<file path="src/rtl/bsg_wormhole_traffic_test_node.sv">
// Wormhole traffic node: master generates/checks credit-limited packet streams, client loops them back.
// Optional round-trip latency tracking is enabled by defining BSG_WORMHOLE_TRAFFIC_TEST_NODE_LATENCY_EN.
module bsg_wormhole_traffic_test_node #(
  parameter int flit_width_p        = 32,
  parameter int cord_width_p        = 5,
  parameter int len_width_p         = 4,
  parameter int cid_width_p         = 2,
  parameter int max_payload_flits_p = 4,
  parameter int max_outstanding_p   = 4,
  parameter int is_client_node_p    = 0
) (
  input  logic                    clk_i,
  input  logic                    reset_n_i,
  input  logic                    en_i,
  input  logic [31:0]             num_packets_i,
  input  logic [cord_width_p-1:0] my_cord_i,
  input  logic [cord_width_p-1:0] dest_cord_i,
  input  logic [cid_width_p-1:0]  my_cid_i,
  input  logic [cid_width_p-1:0]  dest_cid_i,
  input  logic                    link_v_i,
  input  logic [flit_width_p-1:0] link_data_i,
  output logic                    link_ready_and_o,
  output logic                    link_v_o,
  output logic [flit_width_p-1:0] link_data_o,
  input  logic                    link_ready_and_i,
  output logic                    error_o,
  output logic [31:0]             sent_o,
  output logic [31:0]             received_o,
  output logic                    done_o,
  output logic [31:0]             max_latency_o
);

  localparam logic is_client_lp = (is_client_node_p != 0);
  localparam int   cred_w_lp    = $clog2(max_outstanding_p + 1);
  localparam int   len_lsb_lp   = cord_width_p;
  localparam int   cid_lsb_lp   = len_lsb_lp + len_width_p;
  localparam int   src_lsb_lp   = cid_lsb_lp + cid_width_p;
  localparam int   seq_lsb_lp   = src_lsb_lp + cid_width_p;
  localparam int   rep_lp       = (flit_width_p + 15) / 16;

  typedef enum logic [1:0] {TX_IDLE, TX_HDR, TX_BODY} tx_state_e;
  typedef enum logic       {RX_HDR, RX_BODY}          rx_state_e;

  function automatic logic [len_width_p-1:0] pkt_len(input logic [7:0] seq);
    return len_width_p'((seq % max_payload_flits_p) + 1);
  endfunction

  function automatic logic [flit_width_p-1:0] body_flit(input logic [7:0] seq, input logic [7:0] j);
    logic [rep_lp*16-1:0] wide;
    wide = {rep_lp{seq, j}};
    return wide[flit_width_p-1:0];
  endfunction

  function automatic logic [flit_width_p-1:0] make_hdr(
    input logic [cord_width_p-1:0] cord, input logic [len_width_p-1:0] len,
    input logic [cid_width_p-1:0] cid, input logic [cid_width_p-1:0] src, input logic [7:0] seq);
    logic [flit_width_p-1:0] h;
    h = '0;
    h[0 +: cord_width_p]          = cord;
    h[len_lsb_lp +: len_width_p]  = len;
    h[cid_lsb_lp +: cid_width_p]  = cid;
    h[src_lsb_lp +: cid_width_p]  = src;
    h[seq_lsb_lp +: 8]            = seq;
    return h;
  endfunction

  logic [cord_width_p-1:0] hdr_cord;
  logic [len_width_p-1:0]  hdr_len;
  logic [cid_width_p-1:0]  hdr_cid, hdr_src;
  logic [7:0]              hdr_seq;
  assign hdr_cord = link_data_i[0 +: cord_width_p];
  assign hdr_len  = link_data_i[len_lsb_lp +: len_width_p];
  assign hdr_cid  = link_data_i[cid_lsb_lp +: cid_width_p];
  assign hdr_src  = link_data_i[src_lsb_lp +: cid_width_p];
  assign hdr_seq  = link_data_i[seq_lsb_lp +: 8];

  tx_state_e               tx_state_r;
  logic [7:0]              tx_seq_r, tx_j_r;
  logic                    tx_v_r;
  logic [flit_width_p-1:0] tx_data_r;
  logic [cred_w_lp-1:0]    credits_r;
  rx_state_e               rx_state_r;
  logic [7:0]              rx_seq_r, rx_j_r;
  logic [len_width_p-1:0]  rx_len_r;
  logic                    error_r;
  logic [flit_width_p:0]   skid_r [2];
  logic                    skid_wr_r, skid_rd_r;
  logic [1:0]              skid_cnt_r;
  logic [flit_width_p:0]   skid_in, skid_head;

  logic tx_fire, rx_fire, tx_last, rx_tail, hdr_fire, start, sent_inc;
  assign skid_head        = skid_r[skid_rd_r];
  assign link_ready_and_o = is_client_lp ? (skid_cnt_r != 2'd2) : 1'b1;
  assign link_v_o         = is_client_lp ? (skid_cnt_r != 2'd0) : tx_v_r;
  assign link_data_o      = is_client_lp ? skid_head[flit_width_p-1:0] : tx_data_r;
  assign tx_fire  = link_v_o & link_ready_and_i;
  assign rx_fire  = link_v_i & link_ready_and_o;
  assign tx_last  = (tx_state_r == TX_BODY) && (tx_j_r == 8'(pkt_len(tx_seq_r)) - 8'd1);
  assign rx_tail  = (rx_state_r == RX_BODY) && (rx_j_r == 8'(rx_len_r) - 8'd1);
  assign hdr_fire = (tx_state_r == TX_HDR) && tx_fire;
  assign start    = en_i && (credits_r != '0) && ((num_packets_i == '0) || (sent_o < num_packets_i));
  assign sent_inc = tx_fire && (is_client_lp ? skid_head[flit_width_p] : tx_last);
  assign error_o  = error_r;

  // NOTE: sequential state uses <= so every flop samples pre-edge values regardless of block order.
  always_ff @(posedge clk_i or negedge reset_n_i) begin
    if (!reset_n_i) begin
      tx_state_r <= TX_IDLE;
      tx_seq_r   <= '0;
      tx_j_r     <= '0;
      tx_v_r     <= 1'b0;
      tx_data_r  <= '0;
    end else if (!is_client_lp) begin
      unique case (tx_state_r)
        TX_IDLE: if (start) begin
          tx_state_r <= TX_HDR;
          tx_v_r     <= 1'b1;
          tx_data_r  <= make_hdr(dest_cord_i, pkt_len(tx_seq_r), dest_cid_i, my_cid_i, tx_seq_r);
        end
        TX_HDR: if (tx_fire) begin
          tx_state_r <= TX_BODY;
          tx_j_r     <= '0;
          tx_data_r  <= body_flit(tx_seq_r, 8'd0);
        end
        TX_BODY: if (tx_fire) begin
          if (tx_last) begin
            tx_state_r <= TX_IDLE;
            tx_v_r     <= 1'b0;
            tx_data_r  <= '0;
            tx_seq_r   <= tx_seq_r + 8'd1;
          end else begin
            tx_j_r    <= tx_j_r + 8'd1;
            tx_data_r <= body_flit(tx_seq_r, tx_j_r + 8'd1);
          end
        end
        default: tx_state_r <= TX_IDLE;
      endcase
    end
  end

  always_ff @(posedge clk_i or negedge reset_n_i) begin
    if (!reset_n_i) begin
      rx_state_r <= RX_HDR;
      rx_seq_r   <= '0;
      rx_j_r     <= '0;
      rx_len_r   <= '0;
      error_r    <= 1'b0;
    end else if (rx_fire) begin
      unique case (rx_state_r)
        RX_HDR: begin
          rx_state_r <= RX_BODY;
          rx_j_r     <= '0;
          rx_len_r   <= is_client_lp ? hdr_len : pkt_len(rx_seq_r);
          if (!is_client_lp && (hdr_cord != my_cord_i || hdr_cid != my_cid_i ||
                                hdr_seq != rx_seq_r || hdr_len != pkt_len(rx_seq_r)))
            error_r <= 1'b1;
        end
        RX_BODY: begin
          if (!is_client_lp && link_data_i != body_flit(rx_seq_r, rx_j_r))
            error_r <= 1'b1;
          if (rx_tail) begin
            rx_state_r <= RX_HDR;
            rx_seq_r   <= rx_seq_r + 8'd1;
          end else begin
            rx_j_r <= rx_j_r + 8'd1;
          end
        end
        default: rx_state_r <= RX_HDR;
      endcase
    end
  end

  // A header transfer and a tail return in the same cycle leave the credit count unchanged.
  always_ff @(posedge clk_i or negedge reset_n_i) begin
    if (!reset_n_i) begin
      credits_r  <= cred_w_lp'(max_outstanding_p);
      sent_o     <= '0;
      received_o <= '0;
      done_o     <= 1'b0;
    end else begin
      if (!is_client_lp) begin
        unique case ({hdr_fire, rx_fire && rx_tail})
          2'b10:   credits_r <= credits_r - cred_w_lp'(1);
          2'b01:   if (credits_r != cred_w_lp'(max_outstanding_p)) credits_r <= credits_r + cred_w_lp'(1);
          default: credits_r <= credits_r;
        endcase
      end
      if (sent_inc && sent_o != '1) sent_o <= sent_o + 32'd1;
      if (rx_fire && rx_tail && received_o != '1) received_o <= received_o + 32'd1;
      done_o <= !is_client_lp && (sent_o == num_packets_i) && (tx_state_r == TX_IDLE) &&
                (credits_r == cred_w_lp'(max_outstanding_p));
    end
  end

  // NOTE: default assignment first keeps this block free of inferred latches.
  always_comb begin
    skid_in = {rx_tail, link_data_i};
    if (rx_state_r == RX_HDR)
      skid_in = {1'b0, make_hdr(dest_cord_i, hdr_len, hdr_src, my_cid_i, hdr_seq)};
  end

  // NOTE: the two skid entries are reset because the head entry drives link_data_o directly.
  always_ff @(posedge clk_i or negedge reset_n_i) begin
    if (!reset_n_i) begin
      skid_r[0]  <= '0;
      skid_r[1]  <= '0;
      skid_wr_r  <= 1'b0;
      skid_rd_r  <= 1'b0;
      skid_cnt_r <= '0;
    end else if (is_client_lp) begin
      if (rx_fire) begin
        skid_r[skid_wr_r] <= skid_in;
        skid_wr_r         <= ~skid_wr_r;
      end
      if (tx_fire) skid_rd_r <= ~skid_rd_r;
      unique case ({rx_fire, tx_fire})
        2'b10:   skid_cnt_r <= skid_cnt_r + 2'd1;
        2'b01:   skid_cnt_r <= skid_cnt_r - 2'd1;
        default: skid_cnt_r <= skid_cnt_r;
      endcase
    end
  end

`ifdef BSG_WORMHOLE_TRAFFIC_TEST_NODE_LATENCY_EN
  localparam int ts_ptr_w_lp = (max_outstanding_p > 1) ? $clog2(max_outstanding_p) : 1;
  logic [31:0]            now_r, max_lat_r, lat;
  logic [31:0]            ts_mem_r [max_outstanding_p];
  logic [ts_ptr_w_lp-1:0] ts_wr_r, ts_rd_r;
  logic                   ts_pop;
  assign ts_pop        = !is_client_lp && rx_fire && (rx_state_r == RX_HDR) &&
                         (credits_r != cred_w_lp'(max_outstanding_p));
  assign lat           = now_r - ts_mem_r[ts_rd_r];
  assign max_latency_o = max_lat_r;

  always_ff @(posedge clk_i or negedge reset_n_i) begin
    if (!reset_n_i) begin
      now_r     <= '0;
      max_lat_r <= '0;
      ts_wr_r   <= '0;
      ts_rd_r   <= '0;
    end else begin
      now_r <= now_r + 32'd1;
      if (hdr_fire) begin
        ts_mem_r[ts_wr_r] <= now_r;
        ts_wr_r <= (ts_wr_r == ts_ptr_w_lp'(max_outstanding_p - 1)) ? '0 : ts_wr_r + ts_ptr_w_lp'(1);
      end
      if (ts_pop) begin
        ts_rd_r <= (ts_rd_r == ts_ptr_w_lp'(max_outstanding_p - 1)) ? '0 : ts_rd_r + ts_ptr_w_lp'(1);
        if (lat > max_lat_r) max_lat_r <= lat;
      end
    end
  end
`else
  assign max_latency_o = '0;
`endif

endmodule
</file>
<file path="config.mk">
export PLATFORM = sky130hd
export DESIGN_NAME = bsg_wormhole_traffic_test_node
export DESIGN_NICKNAME = d
export VERILOG_FILES = /design/src/rtl/bsg_wormhole_traffic_test_node.sv
export SDC_FILE = /design/constraint.sdc
export NUM_CORES = 1
export LEC_CHECK = 0
export ABC_CLOCK_PERIOD_IN_PS = 3350
export CAP_MARGIN = 20
export CORE_UTILIZATION = 35
export CTS_BUF_LIST = sky130_fd_sc_hd__clkbuf_8
export DETAILED_ROUTE_END_ITERATION = 7
export HOLD_SLACK_MARGIN = 0.1
export MAX_ROUTING_LAYER = met4
export PLACE_DENSITY = 0.66
export SLEW_MARGIN = 20
export SYNTH_ARGS = -nofsm -noshare
export SYNTH_HDL_FRONTEND = slang
export SYNTH_SLANG_ARGS = --single-unit
</file>
<file path="constraint.sdc">
create_clock -name clk_i -period 3.35 [get_ports clk_i]
set_input_delay 0.335 -clock clk_i [delete_from_list [all_inputs] [get_ports clk_i]]
set_output_delay 0.335 -clock clk_i [all_outputs]
set_load 0.02 [all_outputs]
</file>
Yosys cells after proc, flatten, opt, wreduce, memory -nomap -nowiden
Index checks and enable logic that the tools add are counted.
{"block": "classes", "bitwise_logic": 2, "mux": 27, "order_cmp": 1, "eq_ne": 25, "n_addsub": 12, "reduce_logical": 32}
{"operator": "2-to-1 mux 32 bit", "count": 4}
{"operator": "case mux 32 bit (3 select lines)", "count": 1}
{"operator": "adder 32 x 1 -> 32 bit (second input constant)", "count": 2}
{"operator": "inequality test 32 bit (second input constant)", "count": 2}
{"operator": "adder 8 x 1 -> 8 bit (second input constant)", "count": 4}
{"operator": "== test 32 bit", "count": 1}
{"operator": "logical NOT 32 bit", "count": 1}
{"operator": "< comparator 32 bit", "count": 1}
{"operator": "2-to-1 mux 8 bit", "count": 4}
{"operator": "inequality test 32 bit", "count": 1}
{"operator": "case mux 8 bit (2 select lines)", "count": 2}
{"operator": "== test 8 bit", "count": 2}
{"operator": "inequality test 2 bit (second input constant)", "count": 8}
{"operator": "AND reduction 4 bit", "count": 4}
{"operator": "logical AND 1 bit", "count": 11}
{"operator": "subtractor 4 x 1 -> 5 bit (second input constant)", "count": 2}
{"operator": "AND reduction 3 bit", "count": 3}
{"operator": "2-to-1 mux 2 bit", "count": 4}
{"operator": "inequality test 8 bit", "count": 1}
{"operator": "adder 2 x 1 -> 3 bit (second input constant)", "count": 2}
{"operator": "2-to-1 mux 1 bit", "count": 6}
{"operator": "case mux 1 bit (2 select lines)", "count": 3}
{"operator": "case mux 2 bit (3 select lines)", "count": 1}
{"operator": "case mux 3 bit (2 select lines)", "count": 1}
{"operator": "other kinds (18)", "count": 28}
{"block": "word_totals", "output_inout_bits": 132, "ff_bits": 141, "inputBits": 83, "word_cells": 113}

Longest topological paths before layout
{"block": "logic_depth", "ltp_word": 7, "ltp_mapped": 12, "mapped_depth_nobuf": 12}

Worst setup path after synthesis
OpenSTA, ideal clock, no wires.
{"block": "synth_path", "path_type": "register to register", "start": "register rx_len_r[0]", "end": "register credits_r[2]", "path_slack_ns": 0.425, "path_stages_with_launch": 13, "path_buffers": 0, "setup_ns": 0.084, "t_required_ns": 3.266, "arrival_ns": 2.841, "synth_period_minus_slack_ns": 2.925, "cell_sequence": "dfrtp_1 inv_1 ha_1 ha_1 or4_4 mux2i_4 nand4_4 a21oi_1 inv_1 fa_1 nor3_1 o21bai_1 a21oi_1"}
{"block": "synth_between", "elab_chain_len": 7, "word_cells_on_any_way": 10, "cone_classes": "add/sub: 1; eq/ne: 4; mux: 1; reduce/logical: 4"}
{"element": "start, declared", "line_no": "84", "text": "logic [len_width_p-1:0] rx_len_r;"}
{"element": "start signal, assigned", "line_no": "153", "text": "rx_len_r <= is_client_lp ? hdr_len : pkt_len(rx_seq_r);"}
{"element": "subtractor 4 x 1 -> 5 bit *", "line_no": "99", "text": "assign rx_tail = (rx_state_r == RX_BODY) && (rx_j_r == 8'(rx_len_r) - 8'd1);"}
{"element": "== test 8 bit *", "line_no": "99"}
{"element": "logical AND 1 bit *", "line_no": "99"}
{"element": "logical AND 1 bit *", "line_no": "182", "text": "unique case ({hdr_fire, rx_fire && rx_tail})"}
{"element": "== test 2 x 1 -> 1 bit / == test 2 bit (equally long branches)", "line_no": "182"}
{"element": "inequality test 2 bit (no line) / nonzero test 2 bit (equally long branches)"}
{"element": "AND reduction 2 bit (no line)"}
{"element": "end signal, assigned", "line_no": "183", "text": "2'b10: credits_r <= credits_r - cred_w_lp'(1);"}
{"element": "end signal, assigned", "line_no": "184", "text": "2'b01: if (credits_r != cred_w_lp'(max_outstanding_p)) credits_r <= credits_r + cred_w_lp'(1);"}
{"element": "end signal, assigned", "line_no": "185", "text": "default: credits_r <= credits_r;"}
{"element": "end, declared", "line_no": "81", "text": "logic [cred_w_lp-1:0] credits_r;"}
Every way passes the cells marked *; elsewhere a longest branch is shown, timed or not.
A chain may end at the register's enable or synchronous reset.

Final worst setup path
{"block": "layout_path", "start": "register tx_seq_r[1]", "end": "register sent_o[26]"}
{"block": "layout_between", "elab_chain_len": 6}
{"element": "start, declared", "line_no": "78", "text": "logic [7:0] tx_seq_r, tx_j_r;"}
{"element": "start signal, assigned", "line_no": "130", "text": "tx_seq_r <= tx_seq_r + 8'd1;"}
{"element": "adder 2 x 1 -> 3 bit", "line_no": "45", "text": "return len_width_p'((seq % max_payload_flits_p) + 1);"}
{"element": "subtractor 4 x 1 -> 5 bit", "line_no": "98", "text": "assign tx_last = (tx_state_r == TX_BODY) && (tx_j_r == 8'(pkt_len(tx_seq_r)) - 8'd1);"}
{"element": "== test 8 bit", "line_no": "98"}
{"element": "logical AND 1 bit", "line_no": "98"}
{"element": "logical AND 1 bit", "line_no": "102", "text": "assign sent_inc = tx_fire && (is_client_lp ? skid_head[flit_width_p] : tx_last);"}
{"element": "logical AND 1 bit", "line_no": "188", "text": "if (sent_inc && sent_o != '1) sent_o <= sent_o + 32'd1;"}
{"element": "end signal, assigned", "line_no": "188"}
{"element": "end, declared", "line_no": "27", "text": "output logic [31:0] sent_o,"}
No other way between the ends.

==> impl_metrics.toml <==
[clock_network]
cts_made_buffers = 17
worst_skew_pair.late_latency_ns = 0.45
clock_tree.root_cell = "sky130_fd_sc_hd__clkbuf_8"
cts.clk_slew.worst_paths_ns = 0.10
post-cts-setup-buffers = 0
clock_tree.buffer_depth = 2
cts_htree_levels = 4
tritoncts_num_sinks = 139
tritoncts = "done"

[synthesis]
syn_area_per_cell_sq_um = 9.673
netlist-cell-type-count = 64
post-synth-top-count-cell = "sky130_fd_sc_hd__dfrtp_1"
postSynth.asyncResetShare_pct = 100.0
postSynth.topFlopCell = "sky130_fd_sc_hd__dfrtp_1"
synthDominantCellAreaShare_pct = 40.07
post-synth-top-area-cell = "sky130_fd_sc_hd__dfrtp_1"
synth_enable_flop_cells = 0
yosys_warnings = 0
synth_sequential_area_ratio_pct = 40.37
synth_top_cells_by_count = "138 x sky130_fd_sc_hd__dfrtp_1, 67 x sky130_fd_sc_hd__inv_1, 66 x sky130_fd_sc_hd__xnor2_1"
syn-instance-count = 891
yosys-top-cells-area = "sky130_fd_sc_hd__dfrtp_1 40%, sky130_fd_sc_hd__xnor2_1 6.7%, sky130_fd_sc_hd__ha_1 6.4%, sky130_fd_sc_hd__xor2_1 5.4%, sky130_fd_sc_hd__mux2_2 3.5%"
synthesis.area_sq_um = 8618
ys_seq_elements = 139

[route]
drtAntennaViolNets = 0
drt_pass1_iterations = 7
drt-initial-drc-count = 372
wl_per_cell_um = 16.52
vias = 7202
viasPerCell = 5.090
routed_wirelength_um = 23380
post-route-drc-count = 0

[timing]
final.setup.tns_ns = 0
finalSetupViolations = 0
finalClockSkew_ns = 0.01730
final_max_slew_viol_count = 0
fmax_ghz = 0.3317
slew_headroom_pct = 35.75
layout_setup_ws_ns = 0.3356
tightestPinTransition_ns = 0.9638
number_of_hold_slack_violations_in_the_final_timing_report = 0
unrepaired_setup_endpoints_after_global_routing = "false"
final_period_minus_worst_setup_slack_ns = 3.014
layout_worst_path_cycle_share_pct = 89.98

[grt]
number_of_global_route_vias_before_repair = 7119
met1_resource_use_gr_pct = 25.34
global_route_wire_length_before_repair_um = 38330
met2_track_demand_over_resource_in_global_routing_pct = 31.20
grt_util_all_layers_pct = 19.49
gr-total-overflow = 0
pin_count_of_the_biggest_net_entering_global_routing = 99
grt_busiest_layer = "met2"
met3_layer_usage_reported_by_global_route_pct = 3.135
grt_antenna_before_repair = 1

[pwr]
p_per_area_nw_per_um2 = 392.0
power.share.switching_pct = 34.28
p_leak_uw = 0.005041
vdd.ir_drop.worst_v = 0.0001979
power.share.combinational_pct = 22.3
power.switching_uw = 1494
cell_internal_pwr_uw = 2864
pwr-share-seq_pct = 46.2
share_clk_of_total_power_pct = 31.5

[critical_path]
timing.critical_path.to = "sent_o[26]"
crit_path_end_kind = "flop"
r2r-end = "sent_o[26]"
timing.critical_path.required_ns = 3.68
reg2reg_setup_slack_ns = 0.34
cp.arrival_ns = 3.34
crit_path_start_kind = "flop"
r2r_start = "tx_seq_r[1]"
crit_path_max_fanout = 7
crit_type = "reg2reg"
timing.critical_path.from = "tx_seq_r[1]"
r2r.worst_path.cells = 8

[worst_hold_path]
min_path_type = "reg2reg"

[finish]
finalNetCount = 1205
syn_to_final_growth_pct = 28.99
layout-drive-gt1-share_pct = 8.165

[place]
io_buffers = 181
dp_hpwl_um = 17750
place_ws_ns = 0.2083
finalWeightedCongestion = 0.8894

[run_status]
run_status = "complete, no violations"

[die]
dieArea_sq_um = 25260
die_width_um = 158.9
core-area_sq_um = 24250
floorplan.rows = 57
die_h_um = 158.9
initial_utilization_pct = 35.54
design.portCount = 215

[job]
timing.max_cap.violations = 0
repair_timing:
action / 4_1_cts / 5_1_grt
hold buffers: 1 / 0
setup endpoints to repair: 0 / 1
resized for setup: 0 / 1
hold endpoints to repair: 94 / 0
cell families after synthesis:
family | synth area share (%)
buffers and inverters | 7.448
other | 0.08714
xor gates and xnor gates | 12.09
adders and majority gates | 6.620
muxes | 5.183
AOI/OAI and AO/OA | 8.348
DFF | 40.37
and+or+nand+nor | 19.85
placed cells by master, fill, tap and decap left out, types with 3 or more instances in the layout:
cell	n
sky130_fd_sc_hd__o21ai_0	22
sky130_fd_sc_hd__nand4_1	37
sky130_fd_sc_hd__nor3_1	24
sky130_fd_sc_hd__dfrtp_1	138
sky130_fd_sc_hd__o22ai_1	5
sky130_fd_sc_hd__nor3_2	3
sky130_fd_sc_hd__conb_1	33
sky130_fd_sc_hd__nor4_1	18
sky130_fd_sc_hd__and2_1	12
sky130_fd_sc_hd__inv_8	5
sky130_fd_sc_hd__o31ai_1	4
sky130_fd_sc_hd__inv_1	68
sky130_fd_sc_hd__nand2_1	62
sky130_fd_sc_hd__xnor2_1	66
sky130_fd_sc_hd__or3_1	5
sky130_fd_sc_hd__and4_1	13
sky130_fd_sc_hd__nor2b_1	3
sky130_fd_sc_hd__a21oi_1	21
sky130_fd_sc_hd__a31oi_1	3
sky130_fd_sc_hd__mux2i_1	12
sky130_fd_sc_hd__nor2_1	46
sky130_fd_sc_hd__a211oi_1	3
sky130_fd_sc_hd__nand3_1	42
sky130_fd_sc_hd__inv_6	4
sky130_fd_sc_hd__ha_1	44
sky130_fd_sc_hd__xor2_1	53
sky130_fd_sc_hd__nand2b_1	4
sky130_fd_sc_hd__nand3b_1	4
sky130_fd_sc_hd__mux2_2	27
sky130_fd_sc_hd__a22o_1	9
sky130_fd_sc_hd__a21o_1	7
sky130_fd_sc_hd__and3_1	24
sky130_fd_sc_hd__o211ai_1	4
sky130_fd_sc_hd__clkdlybuf4s50_1	180
sky130_fd_sc_hd__buf_4	15
sky130_fd_sc_hd__o2bb2ai_1	8
sky130_fd_sc_hd__clkbuf_8	17
flip-flops by register name, indices dropped and copies added, names as in the netlist:
register     count
tx_seq_r         8
done_o           1
tx_state_r       2
error_o          1
sent_o          32
link_data_o     31
rx_len_r         3
rx_state_r       1
link_v_o         1
rx_seq_r         8
rx_j_r           8
received_o      32
credits_r        3
tx_j_r           8
worst min-delay path by stage:
stage / cells past startpoint / from / slack [ns] / endpoint
6_report: 1 / error_o / 0.48 / error_o
5_1_grt: 1 / received_o[11] / 0.51 / received_o[11]
4_1_cts: 1 / error_o / 0.49 / error_o
3_5_place_dp: 1 / error_o / 0.46 / error_o
3_3_place_gp: 1 / error_o / 0.47 / error_o
2_1_floorplan: 0 / reset_n_i / 0.04 / credits_r[0]
cell type report:
| cell class | count | area (sq um) |
|---|---|---|
| sequential | 139 | 3480 |
| timing repair buffer | 198 | 1956 |
| clock inverter | 15 | 153.9 |
| inverter | 68 | 255.2 |
| clock buffer | 17 | 234.0 |
| fill | 2350 | 13130 |
| antenna | 1 | 2.502 |
| tap | 324 | 405.4 |
| multi-input combinational | 653 | 4631 |
power groups by stage:
stage          Combinational, uW  Sequential (uW)  Clock [uW]
2_1_floorplan                722             1950           0
3_3_place_gp                 945             2040           0
3_5_place_dp                 968             2040           0
4_1_cts                      981             2010        1420
5_1_grt                     1090             2040        1490
6_report                     973             2010        1370
critical path, stage by stage (launching register included):
cell and delay, ns:
sky130_fd_sc_hd__dfrtp_1 0.49, sky130_fd_sc_hd__inv_1 0.09, sky130_fd_sc_hd__ha_1 0.34, sky130_fd_sc_hd__xnor2_1 0.20
sky130_fd_sc_hd__mux2i_1 0.26, sky130_fd_sc_hd__nor3_1 0.76, sky130_fd_sc_hd__and4bb_1 0.47, sky130_fd_sc_hd__nand3_1 0.14
sky130_fd_sc_hd__xnor2_1 0.14
layer usage:
layer	share of wire (%)	vias up	wire [um]
met5	0	-	0
met4	1.5	0	350
met3	4.3	20	996
met2	48	213	11330
met1	46	3514	10700
li1	-	3455	-
stage by stage:
step	cell area, sq um	util [%]	hold slack [ns]	std cells	total power (uW)
after floorplan	8735	-	0.03941	922	2670
after global placement	10710	44.18	0.4735	1381	2986
after detailed placement	10710	44.18	0.4596	1381	3010
after CTS	11110	45.82	0.4867	1414	4412
after global routing	11120	45.85	0.5079	1415	4615
final	11120	45.85	0.4843	1415	4358
Power figures use the tool's default switching activity.
